### config.mk
export PLATFORM = sky130hd
export DESIGN_NAME = ram_wb_slave_port
export DESIGN_NICKNAME = d
export VERILOG_FILES = /design/src/rtl/ram_wb_slave_port.sv
export SDC_FILE = /design/constraint.sdc
export NUM_CORES = 1
export LEC_CHECK = 0
export BUFFER_PORTS_ARGS = -buffer_cell sky130_fd_sc_hd__buf_2
export CAP_MARGIN = 40
export CORE_ASPECT_RATIO = 0.8
export CORE_MARGIN = 5
export CORE_UTILIZATION = 38
export DETAILED_ROUTE_END_ITERATION = 16
export PLACE_DENSITY = 0.83
export SLEW_MARGIN = 20
export SYNTH_ARGS = -nofsm -noshare
export SYNTH_HDL_FRONTEND = slang
export SYNTH_SLANG_ARGS = --single-unit
### constraint.sdc
create_clock -name clk -period 2.4 [get_ports clk]
set_input_delay 0.24 -clock clk [delete_from_list [all_inputs] [get_ports clk]]
set_output_delay 0.24 -clock clk [all_outputs]
set_load 0.01 [all_outputs]
### src/rtl/ram_wb_slave_port.sv
// Wishbone B3 slave front-end for port A of the dual-port single-clock RAM.
// Classic and incrementing-burst cycles become RAM word accesses. Partial
// writes are merged by read-modify-write because the RAM has no byte enables.
module ram_wb_slave_port #(
  parameter int DATA_WIDTH   = 32,
  parameter int ADDR_WIDTH   = 11,
  parameter int MEM_SIZE     = 2048,
  parameter int WB_ADR_WIDTH = 32
) (
  input  logic                    clk,
  input  logic                    rst_n,
  input  logic [WB_ADR_WIDTH-1:0] wb_adr_i,
  input  logic [DATA_WIDTH-1:0]   wb_dat_i,
  input  logic [DATA_WIDTH/8-1:0] wb_sel_i,
  input  logic                    wb_we_i,
  input  logic                    wb_cyc_i,
  input  logic                    wb_stb_i,
  input  logic [2:0]              wb_cti_i,
  input  logic [1:0]              wb_bte_i,
  output logic [DATA_WIDTH-1:0]   wb_dat_o,
  output logic                    wb_ack_o,
  output logic                    wb_err_o,
  output logic [ADDR_WIDTH-1:0]   ram_adr_o,
  output logic [DATA_WIDTH-1:0]   ram_d_o,
  output logic                    ram_we_o,
  input  logic [DATA_WIDTH-1:0]   ram_q_i
);

  typedef enum logic [2:0] {IDLE, RD, WR_ACK, RMW, ERR} state_e;

  state_e                state_q, state_d;
  logic [ADDR_WIDTH-1:0] addr_q, addr_d;
  logic [ADDR_WIDTH-1:0] wordIdx;
  logic [ADDR_WIDTH-1:0] incAddr;
  logic [ADDR_WIDTH-1:0] wrapMask;
  logic [ADDR_WIDTH-1:0] nextAddr;
  logic                  busReq;
  logic                  inRange;
  logic                  fullSel;
  logic                  burstGo;
  logic                  unused_adr;

  assign wordIdx    = wb_adr_i[ADDR_WIDTH+1:2];
  assign unused_adr = ^wb_adr_i[1:0];
  assign inRange    = (wb_adr_i[WB_ADR_WIDTH-1:ADDR_WIDTH+2] == '0) &&
                      ({{(32-ADDR_WIDTH){1'b0}}, wordIdx} < 32'(MEM_SIZE));
  // Reset gates the bus request so nothing is acked or written while rst_n is low.
  assign busReq     = wb_cyc_i & wb_stb_i & rst_n;
  assign fullSel    = &wb_sel_i;
  assign burstGo    = (state_q == RD) & busReq & (wb_cti_i == 3'b010);
  assign wb_dat_o   = wb_ack_o ? ram_q_i : '0;

  // Next burst word: linear increment, or increment confined to an aligned wrap block.
  always_comb begin
    wrapMask = '0;
    case (wb_bte_i)
      2'b01:   wrapMask = ADDR_WIDTH'(3);
      2'b10:   wrapMask = ADDR_WIDTH'(7);
      2'b11:   wrapMask = ADDR_WIDTH'(15);
      default: wrapMask = '0;
    endcase
    incAddr = addr_q + 1'b1;
    if (wb_bte_i == 2'b00) nextAddr = incAddr;
    else                   nextAddr = (addr_q & ~wrapMask) | (incAddr & wrapMask);
  end

  // State and word-address registers.
  always_ff @(posedge clk or negedge rst_n) begin
    if (!rst_n) begin
      state_q <= IDLE;
      addr_q  <= '0;
    end else begin
      state_q <= state_d;
      addr_q  <= addr_d;
    end
  end

  // Next-state logic; dropping cyc always returns to IDLE.
  always_comb begin
    state_d = state_q;
    addr_d  = addr_q;
    case (state_q)
      IDLE: begin
        if (busReq) begin
          addr_d = wordIdx;
          if (!inRange)      state_d = ERR;
          else if (!wb_we_i) state_d = RD;
          else if (fullSel)  state_d = WR_ACK;
          else               state_d = RMW;
        end
      end
      RD: begin
        if (busReq) begin
          if (wb_cti_i == 3'b010) addr_d  = nextAddr;
          else                    state_d = IDLE;
        end
      end
      default: state_d = IDLE;
    endcase
    if (!wb_cyc_i) state_d = IDLE;
  end

  // Bus terminations and RAM port A drive for the current state.
  always_comb begin
    wb_ack_o  = 1'b0;
    wb_err_o  = 1'b0;
    ram_we_o  = 1'b0;
    ram_adr_o = wordIdx;
    ram_d_o   = wb_dat_i;
    case (state_q)
      IDLE: begin
        ram_we_o = busReq & inRange & wb_we_i & fullSel;
      end
      RD: begin
        wb_ack_o  = busReq;
        ram_adr_o = burstGo ? nextAddr : addr_q;
      end
      WR_ACK: begin
        wb_ack_o  = busReq;
        ram_adr_o = addr_q;
      end
      RMW: begin
        ram_adr_o = addr_q;
        for (int i = 0; i < DATA_WIDTH/8; i++)
          ram_d_o[8*i +: 8] = wb_sel_i[i] ? wb_dat_i[8*i +: 8] : ram_q_i[8*i +: 8];
        ram_we_o  = busReq;
        wb_ack_o  = busReq;
      end
      ERR: begin
        wb_err_o  = busReq;
        ram_adr_o = addr_q;
      end
      default: ;
    endcase
  end

endmodule

==> impl_metrics.yaml <==
run_status:
  outcome: "finished, final reports clean"
final_layout:
  nFillCells: 479
  layout-drive-gt1-share_pct: 56.7
  stdcell_count: 505
  synthToLayoutAreaGrowth_pct: 56.9
  final_cell_mix: "185 x buf_2, 34 x and2_1, 32 x mux2_2"
  layout_commonest_cell: "buf_2"
  final_nets: 552
die:
  die_x_um: 91.1
  core_mm2: 0.00506
  die_h_um: 74.8
  rows: 23
  ios: 188
  die_area_mm2: 0.00681
  start_util_pct: 39.4
yosys:
  synthesis.nets: 365
  synth_edf_count: 0
  ys_types: 53
  syn-cell-area_mm2: 0.00200
  yosys_most_used_dff: "dfrtp_1"
  synthCells: 254
  ys_warn_count: 0
  async_flop_share_pct: 100
  ys_seq_elements: 14
  synth_top_family_by_area: "simple AND/OR/NAND/NOR gates"
  ys_seq_area_share_pct: 17.5
  muxShareOfSynthArea_pct: 20.6
  synth_xor_area_share_pct: 1.32
  synth_compound_area_share_pct: 22.2
  synthAdderAreaFrac_pct: 0.627
  synth-simple-area-share_pct: 33.5
  synth.avg_cell_area_um2: 7.86
clock_tree:
  clkSinkCount: 14
  tritoncts: "yes"
  worstSkewPairLatency_ns: 0.25
  htree_num_levels: 1
  clkTransAtPathRegs_ns: 0.06
  cts_setup_buffers: 0
  clockBufferDepth: 2
  cts_buffers: 3
  cts_root_buf: "clkbuf_8"
setup_path:
  critPathMaxFanout: 7
  path_cells: "dlygate4sd3_1 > buf_2 > and3_1 > nand3_2 > or4_1 > nand3_1 > buf_2"
  rrSetupSlack_ns: 0.61
  arrival_ns: 2.08
  crit_family: "simple AND/OR/NAND/NOR gates"
  worst_ep_required_time_ns: 2.16
  reg2reg_from: "state_q[2]$_DFFE_PN0P_"
  path_depth: 7
  crit_path_end_kind: "primary output"
  path_class: "in2out"
  worstReg2RegEnd: "addr_q[6]$_DFFE_PN0P_"
  worst-path-buf-inv: 3
  path_common_cell: "buf_2"
  reg2reg_depth: 6
  max_stage_delay_ns: 0.55
  crit_path_top_delay_cell: "dlygate4sd3_1"
  start_kind: "input pin"
timing:
  clock_skew_ns: 0.00364
  setup_violations: 0
  hold_viol_final: 0
  finalCritPeriodShare_pct: 96.5
  slew_headroom_pct: 60.5
  rsz0062_at_grt: "yes"
  worst_pin_slew_ns: 0.588
  period_minus_slack_ns: 2.32
  worst_slack_ns: 0.0840
  drv_slew: 0
  max_freq_mhz: 432
global_route:
  antenna_found_initial: 4
  grt_max_degree: 34
  track_usage_pct: 26.5
  grt_pass1_vias: 2739
  grt_pass1_wl_mm: 14.4
  grt_overflow: 0
pwr:
  vdd_drop_max_v: 0.000282
  cellPowerDensity_mw_per_mm2: 289
  leakagePower_nw: 1.58
routing:
  drc: 0
  wl_per_cell_um: 18.9
  via_per_inst: 5.74
  vias: 2900
  drt_first_pass_iters: 7
  ant_nets: 0
  wirelength_mm: 9.56
  drt-initial-drc-count: 197
hold_path:
  hold_start: "wb_we_i"
  whs_path_depth: 2
  whs_endpoint: "state_q[1]$_DFFE_PN0P_"
  hold_class: "in2reg"
placed_design:
  pre_cts_slack_ns: 0.246
  hpwl_mm: 8.02
  dp.cells: 496
  io_buffer_count: 185
  gp_congestion: 0.937
run:
  cap_violations: 0
[registers in the layout (all words and copies together), names as in the netlist]
name	flops
addr_q	11
state_q	3
[worst max path at each step]
stage                                       from  slack, ns           end
after global placement    state_q[0]$_DFFE_PN0P_       0.30   ram_d_o[15]
after global routing       addr_q[3]$_DFFE_PN0P_     -0.002  ram_adr_o[6]
after detailed placement  state_q[0]$_DFFE_PN0P_       0.25   ram_d_o[22]
after floorplan           state_q[2]$_DFFE_PN0P_       0.45  ram_adr_o[9]
final                                      rst_n       0.08  ram_adr_o[6]
after CTS                 state_q[0]$_DFFE_PN0P_      -0.03   ram_d_o[22]
[area by class of cell]
type	count	area [um2]	share of cell area (%)
diodes	4	10.0	0.319
clock buffers	3	41.3	1.32
inverters	3	11.3	0.359
multi-input cells	221	1610	51.3
flip-flops and latches	14	354	11.3
well taps	62	77.6	2.48
repair buffers	198	1030	32.9
[what timing repair did]
item                       4_1_cts  5_1_grt
hold buffers                     2        0
pin swaps                        0        1
resized for setup                0       14
setup endpoints to repair        9       69
hold endpoints to repair         3        0
[synth_stat cells, types with 2 or more instances]
library cell / number / area (um2)
or3_1: 3 / 18.8
o311ai_0: 8 / 70.1
and3_1: 7 / 43.8
o21ai_0: 7 / 35.0
a21oi_1: 14 / 70.1
and2_1: 34 / 213
dfrtp_1: 14 / 350
nor3_1: 2 / 10.0
a2bb2oi_1: 6 / 52.6
inv_1: 3 / 11.3
or4_1: 2 / 15.0
clkbuf_1: 10 / 37.5
nand2b_1: 2 / 12.5
nor2_1: 10 / 37.5
nor3b_1: 2 / 15.0
and4_1: 2 / 17.5
nand3_1: 9 / 45.0
nor4_1: 6 / 37.5
nand4_1: 5 / 31.3
mux2i_1: 5 / 50.1
or3b_1: 2 / 17.5
a221oi_1: 2 / 17.5
o211ai_1: 6 / 45.0
buf_2: 4 / 20.0
o22ai_1: 4 / 25.0
xor2_1: 2 / 17.5
nand2_1: 23 / 86.3
mux2_2: 32 / 360
nor2_2: 4 / 25.0
[per-layer routing]
| metal | vias to the layer above | track usage (%) | wire (um) |
|---|---|---|---|
| met5 | - | 0 | 0 |
| met4 | 0 | 11.7 | 284 |
| met3 | 22 | 7.59 | 879 |
| met2 | 168 | 45.1 | 4640 |
| met1 | 1370 | 31.6 | 3760 |
| li1 | 1340 | - | - |
[worst register-to-register path: cells and delay by family (launching register included)]
family	cells	cell delay, ns
compound gates	2	0.42
flops	1	0.46
simple gates	2	0.31
buf+inv	2	0.47
[cell families (layout without fill, tap and decap cells)]
kind of cell / Yosys count / count (layout)
AO/OA/AOI/OAI: 62 / 62
XOR/XNOR: 3 / 3
flip-flops: 14 / 14
multiplexers: 37 / 37
adder cells (fa/ha/maj): 1 / 1
AND/OR/NAND/NOR: 118 / 118
other: 0 / 4
buffers and inverters: 19 / 204
[stage by stage]
step	TNS [ns]	hold slack [ns]	utilization, %	power [mW]	instance area (um2)
floorplan	0	-0.0556	-	0.503	2000
global placement	0	0.0644	59.5	0.679	3010
detailed placement	0	0.0697	59.5	0.690	3010
CTS	-0.187	0.264	60.7	0.892	3080
global route	-0.00212	0.265	61.9	0.958	3130
finish	0	0.261	61.9	0.905	3130
[power breakdown]
| part | leakage [nW] | switching, mW | total [mW] | internal, mW |
|---|---|---|---|---|
| logic | 1.40 | 0.182 | 0.378 | 0.196 |
| registers | 0.161 | 0.0552 | 0.327 | 0.272 |
| clock network | 0.0216 | 0.0894 | 0.201 | 0.111 |
| total | 1.58 | 0.326 | 0.905 | 0.579 |
(Power assumes the default switching activity.)
